**config.mk**
```make
export PLATFORM = sky130hd
export DESIGN_NAME = chu_mmio_arbiter
export DESIGN_NICKNAME = d
export VERILOG_FILES = /design/src/rtl/chu_mmio_arb_pkg.sv /design/src/rtl/chu_rr_arb2.sv /design/src/rtl/chu_mmio_arbiter.sv
export SDC_FILE = /design/constraint.sdc
export NUM_CORES = 1
export LEC_CHECK = 0
export CAP_MARGIN = 20
export CORE_ASPECT_RATIO = 0.75
export CORE_MARGIN = 2
export CORE_UTILIZATION = 40
export DETAILED_ROUTE_END_ITERATION = 8
export GPL_TIMING_DRIVEN = 0
export PLACE_DENSITY = 0.82
export SYNTH_ARGS = -nofsm -noshare
export SYNTH_HDL_FRONTEND = slang
export SYNTH_HIERARCHICAL = 1
export SYNTH_SLANG_ARGS = --single-unit
```
**constraint.sdc**
```tcl
create_clock -name clk -period 4 [get_ports clk]
set_clock_uncertainty 0.2 [all_clocks]
set_input_delay 0.6 -clock clk [delete_from_list [all_inputs] [get_ports clk]]
set_output_delay 0.6 -clock clk [all_outputs]
set_load 0.05 [all_outputs]
```
**src/rtl/chu_mmio_arb_pkg.sv**
```systemverilog
// chu_mmio_arb_pkg
//   Shared types and constants for the two-master FPro MMIO arbiter.
//   - arb_state_t : arbiter FSM states (IDLE -> ISSUE -> ACK -> IDLE)
//   - mst_idx_t   : index of a bus master (one bit for two masters)
//   - NUM_MASTERS : number of masters sharing the bus
package chu_mmio_arb_pkg;

   localparam int NUM_MASTERS = 2;

   typedef enum logic [1:0] {
      IDLE  = 2'd0,
      ISSUE = 2'd1,
      ACK   = 2'd2
   } arb_state_t;

   typedef logic mst_idx_t;

endpackage

```
**src/rtl/chu_rr_arb2.sv**
```systemverilog
// chu_rr_arb2
//   Combinational two-way round-robin pick with lock support.
//   Ports:
//     req        in   per-master request
//     last       in   master served most recently (loses a tie)
//     lock_en    in   bus is locked to lock_owner
//     lock_owner in   master holding the lock
//     valid      out  some eligible master is requesting
//     gnt        out  index of the chosen master (meaningful when valid)
module chu_rr_arb2
   import chu_mmio_arb_pkg::*;
(
   input  logic [NUM_MASTERS-1:0] req,
   input  mst_idx_t               last,
   input  logic                   lock_en,
   input  mst_idx_t               lock_owner,
   output logic                   valid,
   output mst_idx_t               gnt
);

   logic [NUM_MASTERS-1:0] eligible;

   // While locked, only the owner's request is visible to the pick.
   genvar gi;
   generate
      for (gi = 0; gi < NUM_MASTERS; gi++) begin : g_elig
         assign eligible[gi] = req[gi] & (~lock_en | (lock_owner == mst_idx_t'(gi)));
      end
   endgenerate

   assign valid = |eligible;

   // Master 1 wins when it is the only one asking, or on a tie when
   // master 0 was the last one served.
   assign gnt = eligible[1] & (~eligible[0] | ~last);

endmodule

```
**src/rtl/chu_mmio_arbiter.sv**
```systemverilog
// chu_mmio_arbiter
//   Shares the single-cycle FPro MMIO bus between two request/ack masters.
//   Round-robin between masters, with an optional lock that keeps the bus
//   with one master across transactions (atomic read-modify-write).
//   Every transaction takes IDLE (grant) -> ISSUE (bus strobe) -> ACK.
//   Ports:
//     clk, reset        clock, asynchronous active-high reset
//     m_req/m_wr/m_lock per-master request, direction (1=write), lock
//     m_addr/m_wr_data  per-master address and write data
//     m_ack             one-cycle completion pulse to the served master
//     m_rd_data         read data, valid in the m_ack cycle, held on writes
//     mmio_*            FPro bus side (cs/wr/rd strobes, addr, data)
//   All outputs come straight from registers.
module chu_mmio_arbiter
   import chu_mmio_arb_pkg::*;
#(
   parameter int ADDR_W = 21,
   parameter int DATA_W = 32
) (
   input  logic                                clk,
   input  logic                                reset,
   input  logic [NUM_MASTERS-1:0]              m_req,
   input  logic [NUM_MASTERS-1:0]              m_wr,
   input  logic [NUM_MASTERS-1:0]              m_lock,
   input  logic [NUM_MASTERS-1:0][ADDR_W-1:0]  m_addr,
   input  logic [NUM_MASTERS-1:0][DATA_W-1:0]  m_wr_data,
   output logic [NUM_MASTERS-1:0]              m_ack,
   output logic [DATA_W-1:0]                   m_rd_data,
   output logic                                mmio_cs,
   output logic                                mmio_wr,
   output logic                                mmio_rd,
   output logic [ADDR_W-1:0]                   mmio_addr,
   output logic [DATA_W-1:0]                   mmio_wr_data,
   input  logic [DATA_W-1:0]                   mmio_rd_data
);

   arb_state_t             state_reg;
   mst_idx_t               gnt_reg;
   logic                   wr_reg;
   logic                   lock_reg;        // lock bit of the transaction in flight
   mst_idx_t               last_reg;
   logic                   lock_en_reg;
   mst_idx_t               lock_owner_reg;
   logic [ADDR_W-1:0]      addr_reg;
   logic [DATA_W-1:0]      wr_data_reg;
   logic [DATA_W-1:0]      rd_data_reg;
   logic [NUM_MASTERS-1:0] ack_reg;
   logic                   cs_reg;
   logic                   bus_wr_reg;
   logic                   bus_rd_reg;

   logic                   pick_valid;
   mst_idx_t               pick_gnt;

   chu_rr_arb2 u_pick (
      .req        (m_req),
      .last       (last_reg),
      .lock_en    (lock_en_reg),
      .lock_owner (lock_owner_reg),
      .valid      (pick_valid),
      .gnt        (pick_gnt)
   );

   always_ff @(posedge clk or posedge reset) begin
      if (reset) begin
         state_reg      <= IDLE;
         gnt_reg        <= 1'b0;
         wr_reg         <= 1'b0;
         lock_reg       <= 1'b0;
         last_reg       <= 1'b1;   // master 0 wins the first tie
         lock_en_reg    <= 1'b0;
         lock_owner_reg <= 1'b0;
         addr_reg       <= '0;
         wr_data_reg    <= '0;
         rd_data_reg    <= '0;
         ack_reg        <= '0;
         cs_reg         <= 1'b0;
         bus_wr_reg     <= 1'b0;
         bus_rd_reg     <= 1'b0;
      end else begin
         case (state_reg)
            IDLE: begin
               if (pick_valid) begin
                  gnt_reg     <= pick_gnt;
                  wr_reg      <= m_wr[pick_gnt];
                  lock_reg    <= m_lock[pick_gnt];
                  addr_reg    <= m_addr[pick_gnt];
                  wr_data_reg <= m_wr_data[pick_gnt];
                  // Strobes are set up here so they are registered
                  // outputs throughout the ISSUE cycle.
                  cs_reg      <= 1'b1;
                  bus_wr_reg  <= m_wr[pick_gnt];
                  bus_rd_reg  <= ~m_wr[pick_gnt];
                  state_reg   <= ISSUE;
               end
            end
            ISSUE: begin
               if (!wr_reg)
                  rd_data_reg <= mmio_rd_data;
               last_reg         <= gnt_reg;
               cs_reg           <= 1'b0;
               bus_wr_reg       <= 1'b0;
               bus_rd_reg       <= 1'b0;
               ack_reg          <= '0;
               ack_reg[gnt_reg] <= 1'b1;
               state_reg        <= ACK;
            end
            ACK: begin
               ack_reg        <= '0;
               // A locked transaction keeps the bus; an unlocked one frees it.
               lock_en_reg    <= lock_reg;
               lock_owner_reg <= gnt_reg;
               state_reg      <= IDLE;
            end
            default: state_reg <= IDLE;
         endcase
      end
   end

   assign m_ack        = ack_reg;
   assign m_rd_data    = rd_data_reg;
   assign mmio_cs      = cs_reg;
   assign mmio_wr      = bus_wr_reg;
   assign mmio_rd      = bus_rd_reg;
   assign mmio_addr    = addr_reg;
   assign mmio_wr_data = wr_data_reg;

endmodule

```
==> flow_metrics.tcl, run 1 <==
set metrics [dict create \
    path_buf_inv 1 \
    final.fill_count 820 \
    wl_per_cell_um 16.95 \
    diodes 0 \
    critPathKind "reg -> out" \
    setup_viol 0 \
    post-route-util 0.6742 \
    cpMaxStageDelayCell "clkdlybuf4s50_1" \
    root_buffer "clkbuf_16" \
    hold_violations 0 \
    postCtsSetupRepairBufs 0 \
    syn-instance-count 356 \
    dieArea_sq_um 12160 \
    finalInstanceArea_sq_um 7377 \
    cts_sinks 98 \
    yosysTopAreaCellShare 0.5378 \
    area_delta_synth_final_pct 63.46 \
    drive_gt1_frac 0.1316 \
    worst-path-max-fanout 2 \
    worst_pin_slew_ps 574.9 \
    synth_fp_nets 508 \
    die_y_um 95.99 \
    drc 0 \
    rsz0062_at_grt "no" \
    grt_max_degree 56 \
    synth_area_leader_cell "dfrtp_1" \
    rows 33 \
    core-area_sq_um 10940 \
    cts.hold.buffers_added 0 \
    overflow 0 \
    insertion_delay_ps 330 \
    pwr_density_cell_nw_per_um2 946.5 \
    syn_area_per_cell_sq_um 12.68 \
    fin_nets 755 \
    cp-end-kind "output port" \
    maxSlewHeadroom 0.6167 \
    worstPathArrival_ps 1520 \
    ant_nets 0 \
    design_power_total_mw 6.982 \
    outcome "completed" \
    grt_pass1_wl_mm 19.41 \
    gp_congestion 0.8391 \
    track_usage 0.2065 \
    hp-class "reg -> reg" \
    place_area_sq_um 7071 \
    cts_htree_levels 3 \
    drt_wl_total_mm 12.68 \
    ys_ff_latch 98 \
    cts_made_buffers 9 \
    yosys-top-cells-count "97 x dfrtp_1, 57 x mux2i_1, 57 x nor2_1" \
    period_share 0.5803 \
    cts_tree "yes" \
    synth-main-ff-cell "dfrtp_1" \
    reg2reg_from "lock_en_reg$_DFFE_PP0N_" \
    setup_tns_ps 0 \
    seq_area_frac_synth 0.5437 \
    p_leak_nw 3.073 \
    slowest_delay_ps 840 \
    via_count 3650 \
    vias_per_cell 4.880 \
    synth_edf_count 0 \
    cts_buffer_depth 2 \
    startpoint_type "flip-flop" \
    dr.pass1.iters 4 \
    start_util 0.4125 \
    synthMostInstantiatedCell "dfrtp_1" \
    synth.distinct_cells 24 \
    drtIter0Drc 101 \
    antenna_found_initial 0 \
    cts.repair.resized 0 \
    period_needed_ps 2321 \
    chipWidth_um 126.7 \
    syn_area_sq_um 4513 \
    hold_start "mmio_wr$_DFFE_PP0P_" \
    crit_required_ps 3200 \
    critical-path-top-delay-family "buffers and inverters" \
    synth_area_leaders "dfrtp_1 54%, mux2i_1 13%, mux2_4 10%" \
    port_buffers 235 \
    pin_count 236 \
    grt_pass1_vias 3798 \
    maxCapViolations 0 \
    postSynth.asyncResetShare 1.000 \
    dp_hpwl_mm 9.805 \
    slew_violations 0 \
    critPathLaunch "mmio_addr[8]$_DFFE_PP0P_" \
    path_clk_slew_ps 60 \
    peakVddDrop_mv 0.5330 \
    fmax_ghz 0.4308 \
    crit_chain "clkdlybuf4s50_1" \
    yosysWarnings 6 \
]
-- area by class of cell --
type                       instances  area, sq um  area share
tap                              140        175.2     0.02374
timing repair buffer             236         2380      0.3226
inverter                           4        17.52    0.002374
buffer                            22        259.0     0.03511
multi-input combinational        232         1785      0.2420
clock buffer                      12        256.5     0.03477
sequential                        98         2454      0.3326
clock inverter                     4        50.05    0.006784
-- worst paths after layout --
| kind | slack, ps | to | depth (start not counted) |
|---|---|---|---|
| max reg2reg | 2030 | mmio_addr[2]$_DFFE_PP0P_ | 6 |
| max | 1680 | mmio_addr[8] | 1 |
| min reg2reg | 290 | mmio_wr$_DFFE_PP0P_ | 2 |
| min | 290 | mmio_wr$_DFFE_PP0P_ | 2 |
| max in group asynchronous | 2400 | last_reg$_DFFE_PP1N_ | 3 |
| min in group asynchronous | 490 | mmio_addr[5]$_DFFE_PP0P_ | 2 |
-- layout by cell type (no fill, tap or decap), drive strengths merged, types with 2 or more instances in the layout --
master	count
clkdlybuf4s50	235
o21ai	5
clkinvlp	2
ha	6
nor2	57
nand2b	2
mux2i	57
mux2	37
nand2	6
buf	23
a21oi	56
dfrtp	97
clkbuf	12
inv	4
-- routing by layer --
metal | GRT usage | vias to the layer above | wire length [um]
met1 | 0.2492 | 1783 | 5286
met2 | 0.3717 | 142 | 6391
met4 | 0.04945 | 0 | 139
met3 | 0.05670 | 11 | 861
li1 | - | 1714 | -
met5 | 0 | - | 0
-- cell families (layout without fill, tap and decap cells) --
logic type | count (synthesis) | after routing | synth area share
DFF | 98 | 98 | 0.5437
muxes | 94 | 94 | 0.2437
and+or+nand+nor | 68 | 68 | 0.06182
buffers and inverters | 26 | 278 | 0.06071
AOI/OAI and AO/OA | 64 | 64 | 0.07347
adders and majority gates | 6 | 6 | 0.01663
-- through the flow --
step           instances  hold WS [ps]  setup WS (ps)
2_1_floorplan        356         280.0          639.6
3_3_place_gp         731         266.1         -758.3
3_5_place_dp         732         273.4           1344
4_1_cts              748         287.8           1655
5_1_grt              748         322.6           1564
6_report             748         288.0           1679
-- power by group --
part	leakage, nW	switching (mW)	internal (mW)
Combinational	1.81	2.64	1.70
Clock	0.145	0.350	0.518
Sequential	1.12	0.279	1.50
No activity file was read; power rests on OpenSTA's default activity.
==> inputs of run 2 (changes only) <==
==> constraint.sdc (replaced) <==
create_clock -name clk -period 2.4 [get_ports clk]
set_clock_uncertainty 0.2 [all_clocks]
set_input_delay 0.36 -clock clk [delete_from_list [all_inputs] [get_ports clk]]
set_output_delay 0.36 -clock clk [all_outputs]
set_load 0.05 [all_outputs]
==> run 2 against run 1 <==
Net effect:
- cell count grew 0.13%
- clock-buffer cell count shrank 2
- clock power grew 66%
- core utilization grew 0.10 points
- combinational power grew 66%
- sequential share of layout area shrank 0.051 points
- critical path depth is the same
- register-to-register slack lost 1600 ps
- non-clock buffer count grew 1
- wire length shrank 1.3%
- worst setup slack lost 1400 ps
- critical path type unchanged
- critical endpoint is now mmio_addr[10]
==> flow_metrics.tcl, run 2 (same netlist as run 1, synthesis figures left out) <==
set metrics [dict create \
    outcome "completed" \
    p_leak_nw 3.079 \
    via_count 3618 \
    cts_buffer_depth 2 \
    crit_chain "clkdlybuf4s50_1" \
    place_area_sq_um 7084 \
    grt_util_met2 0.3440 \
    period_needed_ps 2098 \
    crit_required_ps 1840 \
    start_util 0.4125 \
    gr-usage-met3 0.06615 \
    post-route-util 0.6752 \
    slew_violations 0 \
    cp.depth 1 \
    drt_wl_total_mm 12.52 \
    chipWidth_um 126.7 \
    track_usage 0.2034 \
    maxSlewHeadroom 0.6198 \
    drive_gt1_frac 0.1346 \
    r2r_setup_slack_ps 430 \
    grt_pass1_wl_mm 19.32 \
    combPwrFrac 0.621 \
    diodes 0 \
    path_clk_slew_ps 70 \
    antenna_found_initial 0 \
    cts_tree "yes" \
    cts.repair.resized 0 \
    setup_tns_ps 0 \
    dp_hpwl_mm 9.896 \
    dr.pass1.iters 4 \
    final.fill_count 813 \
    p_seq_frac 0.255 \
    drtIter0Drc 146 \
    area_delta_synth_final_pct 63.71 \
    top_usage_layer "met2" \
    wl_per_cell_um 16.71 \
    slowest_delay_ps 850 \
    rsz0062_at_grt "no" \
    setup_viol 0 \
    cts_sinks 98 \
    root_buffer "clkbuf_16" \
    reg2reg_from "lock_en_reg$_DFFE_PP0N_" \
    worst_pin_slew_ps 568.5 \
    hp-class "in -> async" \
    startpoint_type "flip-flop" \
    p_clk_frac 0.124 \
    postCtsSetupRepairBufs 0 \
    p_int_mw 6.171 \
    most-common-layout-cells "235 x clkdlybuf4s50_1, 97 x dfrtp_1, 57 x mux2i_1, 57 x nor2_1, 55 x a21oi_1" \
    pwr_density_cell_nw_per_um2 1573 \
    maxCapViolations 0 \
    insertion_delay_ps 330 \
    grt_max_degree 43 \
    grt_pass1_vias 3767 \
    peakVddDrop_mv 0.7010 \
    place_inst 733 \
    worstPathArrival_ps 1540 \
    final_common_cell "clkdlybuf4s50_1" \
    ff2ff_path_depth 6 \
    fin_nets 756 \
    vias_per_cell 4.830 \
    port_buffers 235 \
    fmax_ghz 0.4767 \
    path_buf_inv 1 \
    die_y_um 95.99 \
    gp_congestion 0.7964 \
    rows 33 \
    grt_use_met1 0.2539 \
    critical-path-top-delay-family "buffers and inverters" \
    core-area_sq_um 10940 \
    cp-end-kind "output port" \
    cts_made_buffers 9 \
    post_layout_nonfiller_instances 749 \
    dieArea_sq_um 12160 \
    ant_nets 0 \
    fin_hold_ws_ps 235.9 \
    cpMaxStageDelayCell "clkdlybuf4s50_1" \
    swShare 0.4689 \
    finalInstanceArea_sq_um 7388 \
    cts_htree_levels 3 \
    pin_count 236 \
    drc 0 \
    period_share 0.8741 \
    worst-path-max-fanout 2 \
    overflow 0 \
    hold_violations 0 \
    p_sw_mw 5.448 \
    r2r_end "mmio_addr[20]$_DFFE_PP0P_" \
    critPathKind "reg -> out" \
    cts.hold.buffers_added 0 \
]
## run 2: cell count changes in the layout (fill, tap and decap cells not counted), sizes merged
cell | before | now
clkinv | 1 | 3
clkbuf | 12 | 10
buf | 23 | 24
## run 2: cell type report
class / count / area, sq um / area share
clock buffer: 10 / 239.0 / 0.03235
buffer: 22 / 259.0 / 0.03505
clock inverter: 6 / 65.06 / 0.008806
timing repair buffer: 237 / 2392 / 0.3238
sequential: 98 / 2454 / 0.3321
multi-input combinational: 232 / 1785 / 0.2417
tap: 140 / 175.2 / 0.02371
inverter: 4 / 18.77 / 0.002540
## run 2: per-layer routing
metal / vias up / wire length [um]
met5: - / 0
met4: 0 / 208
met3: 20 / 938
met2: 142 / 6086
met1: 1739 / 5283
li1: 1717 / -
## run 2: worst register-to-register path, cell delays in order, from the launching register on
cell      delay (ps)
dfrtp_1          410
a21o_1           160
a21boi_1         290
buf_8            240
buf_12           180
mux2i_1          270
a21oi_1          100
## run 2: stage by stage
step	power (mW)	setup WS, ps
finish	11.62	302.2
global route	12.19	252.4
CTS	11.72	290.0
detailed placement	10.24	-27.72
global placement	10.07	-301.0
floorplan	7.836	661.8
## run 2: worst max path at each step
stage,from,end,slack [ps]
2_1_floorplan,lock_en_reg$_DFFE_PP0N_,mmio_wr_data[9]$_DFFE_PP0P_,660
3_3_place_gp,reset,mmio_wr_data[9]$_DFFE_PP0P_,-300
3_5_place_dp,m_req[0],mmio_addr[20]$_DFFE_PP0P_,-30
4_1_cts,mmio_addr[13]$_DFFE_PP0P_,mmio_addr[13],290
5_1_grt,mmio_wr_data[6]$_DFFE_PP0P_,mmio_wr_data[6],250
6_report,mmio_addr[10]$_DFFE_PP0P_,mmio_addr[10],300
## run 2: power by group through the flow
stage | sequential, mW | clock [mW] | combinational, mW
floorplan | 5.56 | 0 | 2.27
global placement | 2.93 | 0 | 7.14
detailed placement | 3.00 | 0 | 7.25
CTS | 2.97 | 1.48 | 7.27
global route | 3.06 | 1.55 | 7.59
finish | 2.96 | 1.44 | 7.21
==> inputs of run 3 (changes only) <==
--- a/config.mk
+++ b/config.mk
@@ -5,13 +5,15 @@
 export SDC_FILE = /design/constraint.sdc
 export NUM_CORES = 1
 export LEC_CHECK = 0
+export ABC_AREA = 1
 export CAP_MARGIN = 20
-export CORE_ASPECT_RATIO = 0.75
+export CORE_ASPECT_RATIO = 0.8
 export CORE_MARGIN = 2
-export CORE_UTILIZATION = 40
+export CORE_UTILIZATION = 41
 export DETAILED_ROUTE_END_ITERATION = 8
 export GPL_TIMING_DRIVEN = 0
 export PLACE_DENSITY = 0.82
+export SKIP_CTS_REPAIR_TIMING = 1
 export SYNTH_ARGS = -nofsm -noshare
 export SYNTH_HDL_FRONTEND = slang
 export SYNTH_HIERARCHICAL = 1
==> run 3 against run 2 <==
Net effect:
- non-clock buffer count is 12 higher
- global-route usage is 2.3 points higher
- sequential cell count stayed put
- cell count is 29% higher
- clock power hardly changed
- hold slack worse by 37 ps
- combinational power is 2% higher
- worst setup slack worse by 29 ps
- synthesized cell count is 59% higher
==> flow_metrics.tcl, run 3 <==
set metrics [dict create \
    slowest_delay_ps 860 \
    synth_area_leader_cell "dfrtp_1" \
    cts_htree_levels 3 \
    die_y_um 101.9 \
    grt_pass1_vias 4677 \
    peakVddDrop_mv 0.9325 \
    area_delta_synth_final_pct 59.15 \
    synth_area_leaders "dfrtp_1 49%, nand2_1 19%, o211ai_2 12%" \
    critPathKind "reg -> out" \
    crit_chain "clkdlybuf4s50_1" \
    drc 0 \
    insertion_delay_ps 340 \
    period_share 0.8861 \
    drive_gt1_frac 0.1197 \
    crit_required_ps 1840 \
    track_usage 0.2269 \
    wl_per_cell_um 15.29 \
    synth_edf_count 0 \
    cp.depth 1 \
    gp_congestion 0.8921 \
    drt_wl_total_mm 14.79 \
    pwr_density_cell_nw_per_um2 1506 \
    place_ws_ps 287.4 \
    root_buffer "clkbuf_16" \
    cpMaxStageDelayCell "clkdlybuf4s50_1" \
    syn-instance-count 565 \
    synthMostInstantiatedCell "nand2_1" \
    p_leak_nw 3.884 \
    overflow 0 \
    yosys-top-cells-count "252 x nand2_1, 97 x dfrtp_1, 68 x inv_1" \
    seq_area_frac_synth 0.5000 \
    port_buffers 235 \
    synth-main-ff-cell "dfrtp_1" \
    yosysWarnings 6 \
    vias_per_cell 4.837 \
    diodes 0 \
    path_buf_inv 1 \
    syn_area_per_cell_sq_um 8.685 \
    rows 35 \
    maxSlewHeadroom 0.6138 \
    ys_ff_latch 98 \
    finalInstanceArea_sq_um 7810 \
    reg2reg_from "state_reg[1]$_DFFE_PP0P_" \
    drtIter0Drc 202 \
    cts_tree "yes" \
    grt_max_degree 31 \
    via_count 4677 \
    ff2ff_path_depth 6 \
    worstPathArrival_ps 1570 \
    hold_violations 0 \
    worst-path-max-fanout 2 \
    pin_count 236 \
    fin_nets 966 \
    dieArea_sq_um 12870 \
    core-area_sq_um 11600 \
    path_clk_slew_ps 70 \
    maxCapViolations 0 \
    postSynth.asyncResetShare 1.000 \
    outcome "completed" \
    cts_made_buffers 9 \
    worst_slack_ps 273.3 \
    worst_pin_slew_ps 577.4 \
    rsz0062_at_grt "no" \
    dp_hpwl_mm 11.54 \
    cts_sinks 98 \
    cp-end-kind "output port" \
    setup_viol 0 \
    final_common_cell "nand2_1" \
    syn_area_sq_um 4907 \
    critical-path-top-delay-family "buffers and inverters" \
    synth.distinct_cells 19 \
    period_needed_ps 2127 \
    grt_pass1_wl_mm 23.08 \
    yosysTopAreaCellShare 0.4946 \
    startpoint_type "flip-flop" \
    start_util 0.4229 \
    antenna_found_initial 0 \
    place_area_sq_um 7516 \
    chipWidth_um 126.3 \
    cts_buffer_depth 2 \
    critPathLaunch "mmio_wr_data[5]$_DFFE_PP0P_" \
    slew_violations 0 \
    fmax_ghz 0.4702 \
    most-common-layout-cells "252 x nand2_1, 235 x clkdlybuf4s50_1, 97 x dfrtp_1, 67 x inv_1, 49 x o211ai_2" \
    hp-class "in -> async" \
    ant_nets 0 \
    synth_fp_nets 717 \
    dr.pass1.iters 6 \
]
[run 3: cell families after synthesis]
family,count (synthesis),share of synthesized area
adder cells (fa/ha/maj),6,0.01530
AO/OA/AOI/OAI,63,0.1418
buffers and inverters,103,0.1056
AND/OR/NAND/NOR,295,0.2374
flip-flops,98,0.5000
[run 3: cell type report]
cell class	count	area, sq um
clock buffer	10	229.0
fill	883	3795
multi-input combinational	364	1936
clock inverter	6	65.06
sequential	98	2454
buffer	33	250.2
inverter	70	271.5
tap	148	185.2
timing repair buffer	238	2420
[run 3: stage by stage]
step / setup TNS, ps / total power, mW / util / hold slack [ps] / std cells
after floorplan: 0 / 7.822 / - / 249.2 / 565
after global placement: -32960 / 10.19 / 0.6418 / 252.7 / 948
after detailed placement: 0 / 10.39 / 0.6477 / 258.7 / 951
after CTS: 0 / 11.85 / 0.6730 / 204.8 / 967
after global routing: 0 / 12.42 / 0.6730 / 229.0 / 967
final: 0 / 11.76 / 0.6730 / 199.1 / 967
[run 3: report_power, final]
| part | internal (mW) | switching (mW) | total (mW) |
|---|---|---|---|
| registers | 2.49 | 0.476 | 2.97 |
| clock network | 0.810 | 0.627 | 1.44 |
| logic | 2.46 | 4.89 | 7.36 |
| total | 5.77 | 6.00 | 11.8 |
[run 3: layer usage]
metal	GRT usage	vias up	routed length, um
met2	0.4065	195	7215
met3	0.07277	31	1268
met4	0.08369	0	382
met5	0	-	0
li1	-	2261	-
met1	0.2576	2190	5922
[run 3: path summary, 6_finish.rpt]
path                                                      to  slack (ps)
worst min-delay path            mmio_wr_data[16]$_DFFE_PP0P_         200
worst max register to register      mmio_addr[7]$_DFFE_PP0P_         610
min in group clk                   m_rd_data[24]$_DFFE_PP0P_         270
max in group asynchronous               last_reg$_DFFE_PP1N_        1020
worst min register to register     m_rd_data[24]$_DFFE_PP0P_         270
worst max-delay path                         mmio_wr_data[5]         270
